$ cat src/rtl/fc_state_tx.sv
// FC port transmit sequencer: drives primitive sequences for the current port state
// and passes upstream frame words through while the link is Active.
package fc;
    typedef enum logic [3:0] {
        AC  = 4'd0,
        LR1 = 4'd1,
        LR2 = 4'd2,
        LR3 = 4'd3,
        LF1 = 4'd4,
        LF2 = 4'd5,
        OL1 = 4'd6,
        OL2 = 4'd7,
        OL3 = 4'd8
    } state_t;

    typedef enum logic [2:0] {
        PRIM_IDLE,
        PRIM_LR,
        PRIM_LRR,
        PRIM_OLS,
        PRIM_NOS,
        PRIM_NONE
    } prim_t;

    localparam logic [31:0] W_IDLE = 32'hBC95B5B5;
    localparam logic [31:0] W_LR   = 32'hBC49BF49;
    localparam logic [31:0] W_LRR  = 32'hBC35BF49;
    localparam logic [31:0] W_OLS  = 32'hBC358A55;
    localparam logic [31:0] W_NOS  = 32'hBC55BF45;
    localparam logic [3:0]  K_PRIM = 4'b1000;

    function automatic prim_t map_primitive(input logic [31:0] word);
        case (word)
            W_IDLE:  return PRIM_IDLE;
            W_LR:    return PRIM_LR;
            W_LRR:   return PRIM_LRR;
            W_OLS:   return PRIM_OLS;
            W_NOS:   return PRIM_NOS;
            default: return PRIM_NONE;
        endcase
    endfunction
endpackage

// Purpose: TX word sequencer for an FC port, following the receive tracker state.
// Latency: one cycle from inputs/FSM decision to data/datak/link_up.
// Backpressure: in_ready only while FOLLOW+AC with no forced transition this cycle.
module fc_state_tx #(
    parameter int LR_TIMEOUT     = 1000000,
    parameter int OLS_MIN_CYCLES = 1000,
    parameter int NOS_MIN_CYCLES = 1000
) (
    input  logic        clk,
    input  logic        reset,
    input  fc::state_t  rx_state,
    input  logic        loss_of_sync,
    input  logic        offline_req,
    input  logic [31:0] in_data,
    input  logic [3:0]  in_datak,
    input  logic        in_valid,
    output logic        in_ready,
    output logic [31:0] data,
    output logic [3:0]  datak,
    output logic        link_up
);
    localparam int LR_W     = (LR_TIMEOUT > 0) ? $clog2(LR_TIMEOUT + 1) : 1;
    localparam int HOLD_MAX = (NOS_MIN_CYCLES > OLS_MIN_CYCLES) ? NOS_MIN_CYCLES : OLS_MIN_CYCLES;
    localparam int HOLD_W   = (HOLD_MAX > 0) ? $clog2(HOLD_MAX + 1) : 1;

    localparam logic [LR_W-1:0]   LR_LIMIT = LR_W'(LR_TIMEOUT);
    localparam logic [HOLD_W-1:0] NOS_MIN  = HOLD_W'(NOS_MIN_CYCLES);
    localparam logic [HOLD_W-1:0] OLS_MIN  = HOLD_W'(OLS_MIN_CYCLES);

    typedef enum logic [1:0] {
        FOLLOW,
        F_LF1,
        F_OL1
    } ctl_t;

    ctl_t              state;
    ctl_t              state_nx;
    logic [HOLD_W-1:0] hold_cnt;
    logic [LR_W-1:0]   lr_cnt;
    logic              rx_in_lr;
    logic [31:0]       word_nx;
    logic [3:0]        k_nx;

    assign rx_in_lr = (rx_state == fc::LR1) || (rx_state == fc::LR2) || (rx_state == fc::LR3);

    // Loss of sync overrides everything, including an offline request.
    always_comb begin
        state_nx = state;
        if (loss_of_sync) begin
            state_nx = F_LF1;
        end else begin
            case (state)
                FOLLOW: begin
                    if (offline_req)
                        state_nx = F_OL1;
                    else if ((LR_TIMEOUT != 0) && (lr_cnt >= LR_LIMIT))
                        state_nx = F_LF1;
                end
                F_LF1: begin
                    if ((hold_cnt >= NOS_MIN) &&
                        ((rx_state == fc::OL2) || (rx_state == fc::LF2)))
                        state_nx = FOLLOW;
                end
                F_OL1: begin
                    if (!offline_req && (hold_cnt >= OLS_MIN))
                        state_nx = FOLLOW;
                end
                default: state_nx = FOLLOW;
            endcase
        end
    end

    assign in_ready = !reset && (state == FOLLOW) && (rx_state == fc::AC) && (state_nx == FOLLOW);

    always_comb begin
        word_nx = fc::W_OLS;
        k_nx    = fc::K_PRIM;
        case (state_nx)
            F_LF1: word_nx = fc::W_NOS;
            F_OL1: word_nx = fc::W_OLS;
            default: begin
                case (rx_state)
                    fc::AC: begin
                        if (in_valid && in_ready) begin
                            word_nx = in_data;
                            k_nx    = in_datak;
                        end else begin
                            word_nx = fc::W_IDLE;
                        end
                    end
                    fc::LR1: word_nx = fc::W_LR;
                    fc::LR2: word_nx = fc::W_LRR;
                    fc::LR3: word_nx = fc::W_IDLE;
                    fc::LF1: word_nx = fc::W_NOS;
                    fc::LF2: word_nx = fc::W_OLS;
                    fc::OL1: word_nx = fc::W_OLS;
                    fc::OL2: word_nx = fc::W_LR;
                    fc::OL3: word_nx = fc::W_OLS;
                    default: word_nx = fc::W_OLS;
                endcase
            end
        endcase
    end

    always_ff @(posedge clk) begin
        if (reset) begin
            state    <= FOLLOW;
            hold_cnt <= '0;
            lr_cnt   <= '0;
            data     <= fc::W_OLS;
            datak    <= fc::K_PRIM;
            link_up  <= 1'b0;
        end else begin
            state <= state_nx;

            if (state_nx != state)
                hold_cnt <= '0;
            else if (hold_cnt != '1)
                hold_cnt <= hold_cnt + HOLD_W'(1);

            // Counts consecutive link-recovery cycles while following the receiver.
            if ((state == FOLLOW) && (state_nx == FOLLOW) && rx_in_lr) begin
                if (lr_cnt != '1)
                    lr_cnt <= lr_cnt + LR_W'(1);
            end else begin
                lr_cnt <= '0;
            end

            data    <= word_nx;
            datak   <= k_nx;
            link_up <= (state_nx == FOLLOW) && (rx_state == fc::AC);
        end
    end
endmodule

$ cat config.mk
export PLATFORM = sky130hd
export DESIGN_NAME = fc_state_tx
export DESIGN_NICKNAME = d
export VERILOG_FILES = /design/src/rtl/fc_state_tx.sv
export SDC_FILE = /design/constraint.sdc
export NUM_CORES = 1
export LEC_CHECK = 0
export ABC_CLOCK_PERIOD_IN_PS = 6850
export BUFFER_PORTS_ARGS = -buffer_cell sky130_fd_sc_hd__buf_4
export CORE_UTILIZATION = 35
export DETAILED_ROUTE_END_ITERATION = 10
export SLEW_MARGIN = 20
export SYNTH_ARGS = -nofsm -noshare
export SYNTH_HDL_FRONTEND = slang
export SYNTH_SLANG_ARGS = --single-unit
$ cat constraint.sdc
create_clock -name clk -period 6.85 [get_ports clk]
set_input_delay 1.37 -clock clk [delete_from_list [all_inputs] [get_ports clk]]
set_output_delay 1.37 -clock clk [all_outputs]
set_load 0.02 [all_outputs]
### After elaboration in Yosys (flattened, before gate mapping)

Index checks and enable logic that the tools add are counted.

* multipliers: 0
* reductions and logical operators: 21
* shifts and indexed selects: 0
* bitwise operators: 3
* divide/modulo/power cells: 0
* mux-type cells: 9
* $add $sub $neg: 2
* equal/unequal tests: 13
* $lt $le $gt $ge: 2

Operator list (count)
* $pmux W32 S5: 1
* $pmux W32 S2: 1
* $mux W32: 1
* $add A20 B1 Y20 const B: 1
* $ge A20 B20 Y1 const B: 1
* $ne A20 B20 Y1 const B: 1
* $eq A4 B3 Y1 const B: 3
* $add A10 B1 Y10 const B: 1
* $ge A10 B10 Y1 const B: 1
* $mux W2: 5
* $ne A10 B10 Y1 const B: 1
* $logic_and A1 B1 Y1: 9
* $eq A4 B2 Y1 const B: 2
* $pmux W2 S3: 1
* $reduce_or A2 Y1: 3
* $reduce_or A5 Y1: 1
* $eq A2 B1 Y1 const B: 2
* $eq A2 B2 Y1 const B: 2
* $eq A4 B1 Y1 const B: 1
* $logic_not A2 Y1: 2
* $logic_not A4 Y1: 1
* $logic_or A1 B1 Y1: 3
* $not A1 Y1: 3
* $logic_not A1 Y1: 2
* $ne A2 B2 Y1: 1

* bits in read-only memories: 0
* output and inout bits: 38
* bits in latches: 0
* input bits: 45
* memories: 0
* logic and storage cells: 56
* RAM bits: 0
* register bits: 69

### Depth between registers and ports, before layout

Gate-level depths: netlist (run 1).

* word-level depth: 12
* depth in mapped cells: 11
* depth with buffers taken out: 10

### Worst setup path after synthesis (run 1)

OpenSTA, ideal clock, no wires.

* path type: input-to-output
* start: input port rx_state[3]
* end: output port in_ready
* cell stages on the path: 8
* arrival: 3177 ps
* data required time: 5480 ps
* path slack: 2303 ps
* buffers on the path: 1
* cell sequence: buf_2 nor4b_1 nand2_1 o2111ai_1 ha_1 or4b_4 nor3_4 and2_1

* cells in the longest elaborated chain, start to end: 8
* elaborated cells on any way between the ends: 11
* classes of those cells: 2 x eq/ne; 3 x mux; 6 x reduce/logical

Ends and longest elaborated chain
* start: declaration: line 54 `input fc::state_t rx_state,`
* $eq A4 B3 Y1: line 104 `((rx_state == fc::OL2) || (rx_state == fc::LF2)))`
* $logic_or A1 B1 Y1: line 104
* $logic_and A1 B1 Y1: line 103 `if ((hold_cnt >= NOS_MIN) &&`
* $mux W2: line 103
* $pmux W2 S3: line 95 `case (state)`
* $mux W2: line 92 `if (loss_of_sync) begin`
* $logic_not A2 Y1: line 116 `assign in_ready = !reset && (state == FOLLOW) && (rx_state == fc::AC) && (state_nx == FOLLOW);`
* $logic_and A1 B1 Y1 (*): line 116
* end: declaration: line 60 `output logic in_ready,`

Mark *: on every way between the ends. The rest lies on a longest branch, timed or not.

### Worst setup path in the final report (run 1)

* start: input port rx_state[2]
* end: output port in_ready

The elaborated chain is that of the path after synthesis.

==> impl_metrics.yaml, run 1 <==
sta:
  tightest_slew_ps: 484
  whs_ps: 508
  finalHoldViolCount: 0
  fmax_ghz: 0.210
  fin_worst_skew_ps: 9.11
  slew_viol_final: 0
  period_minus_slack_ps: 4750
  period_share_pct: 69.4
  tns_ps: 0
  slew_headroom_pct: 66.9
  rsz0062_at_grt: "no"
  setup_viol: 0
clock_tree:
  cts_resized: 0
  cts_buffer_depth: 2
  clk_pin_slew_ps: 70
  htreeDepth: 3
  cts_setup_buffers: 0
  worst_skew_pair.late_latency_ps: 340
  cts_hold_buf: 0
  clk_root_buffer_cell: "clkbuf_8"
  cts_sinks: 69
  cts_tree: "done"
  numCtsBuffers: 9
yosys:
  syn_avg_cell_area_um2: 8.82
  async_reset_ff_share_pct: 0
  yosysTopAreaCellShare_pct: 46.7
  yosys_warnings: 0
  synth_area_um2: 2960
  syn_inst: 335
  synth-seq-area-share_pct: 46.7
  yosys_register_bits: 69
  ys_types: 45
  yosysTopAreaCell: "dfxtp_1"
  synthFlopType: "dfxtp_1"
  synth_edf_count: 0
  synthesis.nets: 387
  ys_top_cells_by_area: "dfxtp_1, nor2_1, xnor2_1"
global_routing:
  grt_max_degree: 21
  grt_pass1_vias: 2282
  antenna_found_initial: 0
  grt_pass1_wl_mm: 10.7
  grt_remaining_overflow: 0
  track_usage_pct: 15.6
die:
  rows: 33
  io_pins: 83
  die-height_um: 93.9
  fp.dieW_um: 93.9
  start_util_pct: 36.1
  core_area_um2: 8180
  die-area_um2: 8820
power_and_ir_drop:
  powerDensity_nw_per_um2: 204
  power.total_w: 0.000781
  ir_drop_uv: 96.0
  cellLeakagePower_nw: 1.52
setup_path:
  crit_fanout: 13
  timing.critical_path.buf_inv: 2
  r2r_setup_slack_ps: 3650
  critPathTopFamily: "simple AND/OR/NAND/NOR gates"
  crit_arrival_ps: 3380
  critPathLaunch: "rx_state[2]"
  path_cells: "buf_4, nand2_1, nor4b_1, nand2_1, o2111ai_1, ha_1, or4b_4, nor3_4, and2_1, buf_4"
  worstSetupStartpointType: "primary input"
  required_ps: 5480
  endpoint: "in_ready"
  worstReg2RegEnd: "data[24]"
  regToRegStartpoint: "hold_cnt[6]"
  max_stage_delay_ps: 470
  crit_path_end_kind: "output pin"
  critPathKind: "in -> out"
  cp.depth: 10
  cpMaxStageDelayCell: "or4b_4"
  rr_worst_depth: 10
cells_and_area:
  final_area_um2: 3830
  area_growth_pct: 29.6
  fill_cells: 815
  final_cells: 526
  final_cell_mix: "buf_4, dfxtp_1, nor2_1"
  final-seq-area_um2: 1380
  layout_commonest_cell: "buf_4"
  n_antenna_cell: 0
  drive_above_1_share_pct: 26.6
  multi_input_area_um2: 1470
  nNetsFinal: 468
routing:
  wire_per_inst_um: 12.3
  totalWireLength_mm: 6.46
  dr.pass1.iters: 4
  drc: 0
  vias: 2533
  postRouteAntennaNets: 0
  via_per_inst: 4.82
  drt_iter0_drc: 179
placement:
  hpwl_mm: 4.75
  numPortBuffers: 82
  placed_area_um2: 3650
  dp_cells: 510
  gp_congestion: 0.800
worst_hold_path:
  hold_class: "reg -> reg"
  hold_depth: 1
run_status:
  status: "completed"
flow_run:
  maxCapViolCount: 0
[metal layers]
metal | vias up | global-route usage [%] | share of wire (%)
li1 | 1322 | - | -
met1 | 1145 | 20.7 | 49
met2 | 56 | 23.8 | 45
met3 | 10 | 4.37 | 4.1
met4 | 0 | 5.64 | 1.7
met5 | - | 0 | 0
[worst register-to-register path, stage by stage (launching register included)]
cell	delay (ps)
dfxtp_1	400
and4_1	270
o211a_1	220
nor2_1	50
o21ai_0	360
ha_1	220
or4b_4	470
nor3_4	200
nand3_2	280
nor3_4	480
and2_1	200
[final cells by class]
class | instances | share of cell area [%]
clock buffer | 9 | 3.24
timing repair buffer | 84 | 16.5
multi-input combinational | 242 | 38.5
clock inverter | 7 | 1.31
tap | 105 | 3.43
sequential | 69 | 36.1
inverter | 10 | 0.980
[worst min path at each step]
stage	startpoint	endpoint	slack (ps)
after floorplan	lr_cnt[2]	lr_cnt[2]	460
after global placement	lr_cnt[2]	lr_cnt[2]	470
after detailed placement	lr_cnt[2]	lr_cnt[2]	500
after CTS	lr_cnt[2]	lr_cnt[2]	510
after global routing	lr_cnt[5]	lr_cnt[5]	560
final	lr_cnt[2]	lr_cnt[2]	510
[cell families (layout without fill, tap and decap cells)]
| kind of cell | count (synthesis) | count (layout) | share of synthesized area, % |
|---|---|---|---|
| AOI/OAI and AO/OA | 59 | 59 | 11.9 |
| xor gates and xnor gates | 18 | 18 | 5.33 |
| adders and majority gates | 7 | 7 | 2.96 |
| buffers and inverters | 24 | 110 | 3.39 |
| DFF | 69 | 69 | 46.7 |
| muxes | 4 | 4 | 1.35 |
| and+or+nand+nor | 154 | 154 | 28.3 |
[metrics by stage]
step	util (%)	setup WS [ps]
6_report	46.8	2100
5_1_grt	46.8	1870
4_1_cts	46.8	2100
3_5_place_dp	44.7	2110
3_3_place_gp	44.7	2130
2_1_floorplan	-	2300
[sequential cells by signal, indices dropped and copies added (netlist names)]
signal,count
link_up,1
data,32
hold_cnt,10
datak,4
state,2
lr_cnt,20
[report_power, final]
part	internal, W	switching (W)	total, W	leakage (nW)
Clock	0.000132	0.000161	0.000293	0.0820
Combinational	0.0000368	0.0000372	0.0000740	0.880
Sequential	0.000409	0.00000485	0.000414	0.559
Total	0.000578	0.000203	0.000781	1.52
[synth_stat cells (2+ instances only)]
| library cell | number |
|---|---|
| nor2_1 | 39 |
| and4_1 | 3 |
| nand4_1 | 7 |
| nor3_1 | 10 |
| nand3_1 | 15 |
| nand2b_1 | 9 |
| xnor2_1 | 14 |
| nor4_2 | 2 |
| ha_1 | 7 |
| a31oi_1 | 7 |
| or3_1 | 2 |
| clkbuf_1 | 7 |
| nor4_1 | 5 |
| and3_1 | 4 |
| a21oi_1 | 19 |
| and2_1 | 15 |
| o21ai_0 | 15 |
| a21o_1 | 3 |
| xor2_1 | 4 |
| nand3b_1 | 2 |
| inv_1 | 10 |
| buf_2 | 5 |
| a211oi_1 | 7 |
| dfxtp_1 | 69 |
| or2_2 | 5 |
| nand2_1 | 26 |
| nor3_4 | 2 |
| mux2i_1 | 4 |
| o31ai_1 | 2 |
No activity file was read; power rests on OpenSTA's default activity.
==> run 2: changes to the inputs <==
ABC_CLOCK_PERIOD_IN_PS = 4280   (was 6850)
clock period = 4.28 ns   (was 6.85 ns; I/O delays follow)
==> impl_metrics.yaml, run 2 (same netlist as run 1, synthesis figures left out) <==
setup_path:
  regToRegStartpoint: "hold_cnt[6]"
  required_ps: 3420
  timing.critical_path.buf_inv: 2
  crit_fanout: 12
  max_stage_delay_ps: 480
  crit_arrival_ps: 2910
  cpMaxStageDelayCell: "or4b_4"
  cp.depth: 10
  path_cells: "buf_4, nand2_1, nor4b_1, nand2_1, o2111ai_1, ha_1, or4b_4, nor3_4, and2_1, buf_4"
  crit_path_end_kind: "output pin"
  critPathTopFamily: "simple AND/OR/NAND/NOR gates"
  r2r_setup_slack_ps: 1020
  worstSetupStartpointType: "primary input"
  worstReg2RegEnd: "data[14]"
  rr_worst_depth: 10
  critPathKind: "in -> out"
sta:
  tns_ps: 0
  tightest_slew_ps: 792
  slew_viol_final: 0
  fin_worst_skew_ps: 8.88
  fmax_ghz: 0.265
  rsz0062_at_grt: "no"
  period_minus_slack_ps: 3770
  period_share_pct: 88.0
  finalHoldViolCount: 0
  slew_headroom_pct: 46.8
  setup_viol: 0
  whs_ps: 514
cells_and_area:
  final_cells: 522
  top_register: "data"
  largest_reg_flops: 32
  final_cell_mix: "buf_4, dfxtp_1, nor2_1"
  reg.largest.list: "data: 32 flops, lr_cnt: 20 flops, hold_cnt: 10 flops"
  layout_commonest_cell: "buf_4"
  area_growth_pct: 28.9
  nNetsFinal: 467
  fill_cells: 820
  post-route-util_pct: 46.6
  n_antenna_cell: 0
  drive_above_1_share_pct: 25.9
placement:
  numPortBuffers: 82
  dp_cells: 509
  gp_congestion: 0.793
  hpwl_mm: 4.65
die:
  die-area_um2: 8820
  core_area_um2: 8180
  rows: 33
  start_util_pct: 36.1
  io_pins: 83
  fp.dieW_um: 93.9
  die-height_um: 93.9
global_routing:
  grt_pass1_wl_mm: 10.8
  grt_pass1_vias: 2414
  grt_max_degree: 16
  antenna_found_initial: 0
  grt_remaining_overflow: 0
  track_usage_pct: 15.6
clock_tree:
  cts_hold_buf: 0
  cts_setup_buffers: 0
  cts_sinks: 69
  cts_tree: "done"
  clk_pin_slew_ps: 60
  clk_root_buffer_cell: "clkbuf_8"
  htreeDepth: 3
  worst_skew_pair.late_latency_ps: 340
  numCtsBuffers: 9
  cts_resized: 0
  cts_buffer_depth: 2
worst_hold_path:
  hold_class: "reg -> reg"
  hold_depth: 1
  hold_start: "lr_cnt[2]"
  min_to: "lr_cnt[2]"
power_and_ir_drop:
  power.internal_w: 0.000927
  ir_drop_uv: 191
  clockPowerShare_pct: 35.9
  p_sw_w: 0.000289
  p_sw_share_pct: 23.8
  seqPwrFrac_pct: 54.4
  power_frac_comb_pct: 9.7
  powerDensity_nw_per_um2: 319
  cellLeakagePower_nw: 1.53
routing:
  postRouteAntennaNets: 0
  wire_per_inst_um: 12.1
  via_per_inst: 4.80
  drc: 0
  totalWireLength_mm: 6.31
  vias: 2504
  dr.pass1.iters: 4
  drt_iter0_drc: 40
flow_run:
  maxCapViolCount: 0
run_status:
  status: "completed"
## run 2: changes by cell type in the layout (fill, tap and decap cells not counted)
cell | before | now
buf_4 | 84 | 83
clkbuf_8 | 9 | 10
clkinv_2 | 2 | 3
clkinvlp_4 | 3 | 0
inv_6 | 2 | 0
nor4_2 | 2 | 1
nor4_4 | 0 | 1
## run 2: worst max path at each step
stage	startpoint	to	slack [ps]
finish	rx_state[0]	in_ready	510
CTS	hold_cnt[6]	in_ready	490
detailed placement	rx_state[0]	in_ready	540
floorplan	rx_state[3]	in_ready	760
global placement	rx_state[0]	in_ready	570
global route	rx_state[2]	in_ready	250
## run 2: per-stage QoR
step	area [um2]	total power, W	setup slack (ps)
2_1_floorplan	2960	0.000738	761
3_3_place_gp	3650	0.000795	571
3_5_place_dp	3650	0.000795	536
4_1_cts	3800	0.00124	493
5_1_grt	3810	0.00128	247
6_report	3810	0.00122	512
## run 2: cell type report
type / count / area, um2 / share of cell area, %
Clock inverter: 3 / 15.0 / 0.394
Inverter: 10 / 37.5 / 0.986
Timing Repair Buffer: 83 / 623 / 16.4
Tap cell: 105 / 131 / 3.45
Clock buffer: 10 / 138 / 3.61
Sequential cell: 69 / 1380 / 36.3
Multi-Input combinational cell: 242 / 1480 / 38.9
## run 2: layer usage
metal | global-route usage [%] | vias up | share of wire [%]
li1 | - | 1317 | -
met1 | 19.4 | 1132 | 46
met2 | 24.6 | 45 | 48
met3 | 5.26 | 10 | 4.6
met4 | 6.28 | 0 | 1.4
met5 | 0 | - | 0
## run 2: power groups by stage
stage | sequential, W | clock (W) | combinational (W)
2_1_floorplan | 0.000689 | 0 | 0.0000488
3_3_place_gp | 0.000677 | 0 | 0.000118
3_5_place_dp | 0.000677 | 0 | 0.000118
4_1_cts | 0.000662 | 0.000458 | 0.000119
5_1_grt | 0.000664 | 0.000489 | 0.000131
6_report | 0.000662 | 0.000436 | 0.000118
==> run 3: changes to the inputs <==
ABC_AREA = 1   (was unset)
SLEW_MARGIN = 5   (was 20)
==> impl_metrics.yaml, run 3 <==
run_status:
  status: "completed"
yosys:
  yosysTopAreaCell: "dfxtp_1"
  synthAdderAreaFrac_pct: 2.70
  synth-seq-area-share_pct: 42.6
  synthMuxAreaShare_pct: 0
  syn_inst: 441
  synthXorXnorAreaFrac_pct: 2.16
  yosys_register_bits: 69
  async_reset_ff_share_pct: 0
  synthFlopType: "dfxtp_1"
  yosysMostFrequentCell: "nand2_1"
  synth_common_cells: "nand2_1, dfxtp_1, inv_1, nor2_1, nand3_1"
  yosysTopAreaCellShare_pct: 42.6
  synth-simple-area-share_pct: 35.3
  yosys_warnings: 0
  synth_area_um2: 3240
  ys_top_cells_by_area: "dfxtp_1, nand2_1, inv_1"
  syn_avg_cell_area_um2: 7.35
  synthesis.nets: 493
  ys_types: 31
  synth_edf_count: 0
  synth-compound-area-share_pct: 8.11
  synth_top_family_by_area: "simple AND/OR/NAND/NOR gates"
global_routing:
  grt_pass1_wl_mm: 12.2
  grt_max_degree: 15
  grt_remaining_overflow: 0
  grt_pass1_vias: 2786
  antenna_found_initial: 0
  track_usage_pct: 15.6
flow_run:
  maxCapViolCount: 0
die:
  io_pins: 83
  start_util_pct: 36.6
  die-height_um: 98.2
  fp.dieW_um: 98.2
  rows: 34
  die-area_um2: 9650
  core_area_um2: 8850
sta:
  fin_worst_skew_ps: 12.6
  setup_viol: 0
  fmax_ghz: 0.313
  finalHoldViolCount: 0
  period_minus_slack_ps: 3190
  tightest_slew_ps: 450
  rsz0062_at_grt: "no"
  period_share_pct: 74.6
  fin_ws_ps: 1090
  slew_headroom_pct: 70.0
  tns_ps: 0
  slew_viol_final: 0
cells_and_area:
  nNetsFinal: 583
  top_register: "data"
  reg.largest.list: "data: 32 flops, lr_cnt: 20 flops, hold_cnt: 10 flops"
  final_cell_mix: "nand2_1, buf_4, dfxtp_1"
  final-seq-area_um2: 1380
  drive_above_1_share_pct: 25.9
  multi_input_area_um2: 1570
  largest_reg_flops: 32
  area_growth_pct: 29.3
  n_antenna_cell: 0
  fill_cells: 905
  final_area_um2: 4190
  layout_commonest_cell: "nand2_1"
  final_cells: 644
setup_path:
  timing.critical_path.buf_inv: 5
  crit_path_end_kind: "output pin"
  worstSetupStartpointType: "primary input"
  critPathKind: "in -> out"
  critPathTopFamily: "simple AND/OR/NAND/NOR gates"
  cpMostUsedCell: "nand2_1"
  max_stage_delay_ps: 260
  crit_fanout: 3
  required_ps: 3420
  path_cells: "buf_4, inv_1, nand2_1, inv_1, nand2_1, nor2_1, nor2_1, nand2_1, nand3_1, inv_1, ha_1, nand2_1, nor3_4, buf_4"
  cpMaxStageDelayCell: "nor3_4"
  cp.depth: 14
  rr_worst_depth: 12
  crit_arrival_ps: 2340
routing:
  drt_iter0_drc: 138
  vias: 2927
  wire_per_inst_um: 10.9
  via_per_inst: 4.55
  dr.pass1.iters: 6
  totalWireLength_mm: 7.03
  postRouteAntennaNets: 0
  drc: 0
clock_tree:
  cts_buffer_depth: 2
  numCtsBuffers: 9
  cts_resized: 0
  htreeDepth: 3
  cts_sinks: 69
  cts_tree: "done"
  clk_pin_slew_ps: 80
  worst_skew_pair.late_latency_ps: 340
  cts_hold_buf: 0
  clk_root_buffer_cell: "clkbuf_8"
  cts_setup_buffers: 0
placement:
  hpwl_mm: 5.41
  dp_cells: 628
  placed_area_um2: 3970
  numPortBuffers: 82
  gp_congestion: 0.793
  place_ws_ps: 1080
power_and_ir_drop:
  power.total_w: 0.00137
  cellLeakagePower_nw: 1.87
  ir_drop_uv: 187
  powerDensity_nw_per_um2: 328
worst_hold_path:
  hold_depth: 1
  hold_class: "reg -> reg"
run 3: changes by cell type in the layout (fill, tap and decap cells not counted), sizes merged, moves of 7 or more:
cell and delta:
and2 -15, nor2 +36, nor4 -7, xnor2 -10, nand2b -9, inv +60
a211oi -7, nand2 +73, nand3 +24
run 3: final timing paths:
kind          startpoint   endpoint  slack [ps]
max          rx_state[3]   in_ready        1090
min reg2reg    lr_cnt[0]  lr_cnt[0]         520
min            lr_cnt[0]  lr_cnt[0]         520
max reg2reg   lr_cnt[16]    data[2]        1780
run 3: through the flow:
| step | hold WS [ps] | util [%] |
|---|---|---|
| after floorplan | 469 | - |
| after global placement | 489 | 44.8 |
| after detailed placement | 495 | 44.8 |
| after CTS | 512 | 47.3 |
| after global routing | 546 | 47.3 |
| final | 515 | 47.3 |
run 3: area by class of cell:
class / count / area share [%]
multi-input combinational: 299 / 37.4
sequential: 69 / 33.0
timing repair buffer: 82 / 14.7
inverter: 70 / 6.39
clock buffer: 10 / 3.29
tap: 108 / 3.23
clock inverter: 6 / 2.06
run 3: worst reg2reg max path: cells and delay by family, from the launching register on:
| family | cells | cell delay [ps] |
|---|---|---|
| adders and majority gates | 1 | 350 |
| buffers and inverters | 2 | 280 |
| DFF | 1 | 410 |
| and+or+nand+nor | 9 | 1360 |
run 3: cell families (layout without fill, tap and decap cells):
| group | Yosys count | in the layout |
|---|---|---|
| AND/OR/NAND/NOR | 241 | 241 |
| buffers and inverters | 73 | 168 |
| flip-flops | 69 | 69 |
| AO/OA/AOI/OAI | 43 | 43 |
| XOR/XNOR | 8 | 8 |
| adder cells (fa/ha/maj) | 7 | 7 |
run 3: report_power, final:
group	switching [W]	leakage, nW	total [W]	internal [W]
clock network	0.000253	0.112	0.000596	0.000343
registers	0.00000546	0.559	0.000660	0.000654
logic	0.0000642	1.20	0.000119	0.0000552
run 3: layer usage:
| layer | vias up | share of wire [%] | global-route usage, % |
|---|---|---|---|
| met1 | 1296 | 47 | 19.6 |
| li1 | 1559 | - | - |
| met4 | 0 | 0.84 | 4.94 |
| met2 | 63 | 48 | 26.4 |
| met3 | 9 | 4.2 | 3.51 |
| met5 | - | 0 | 0 |
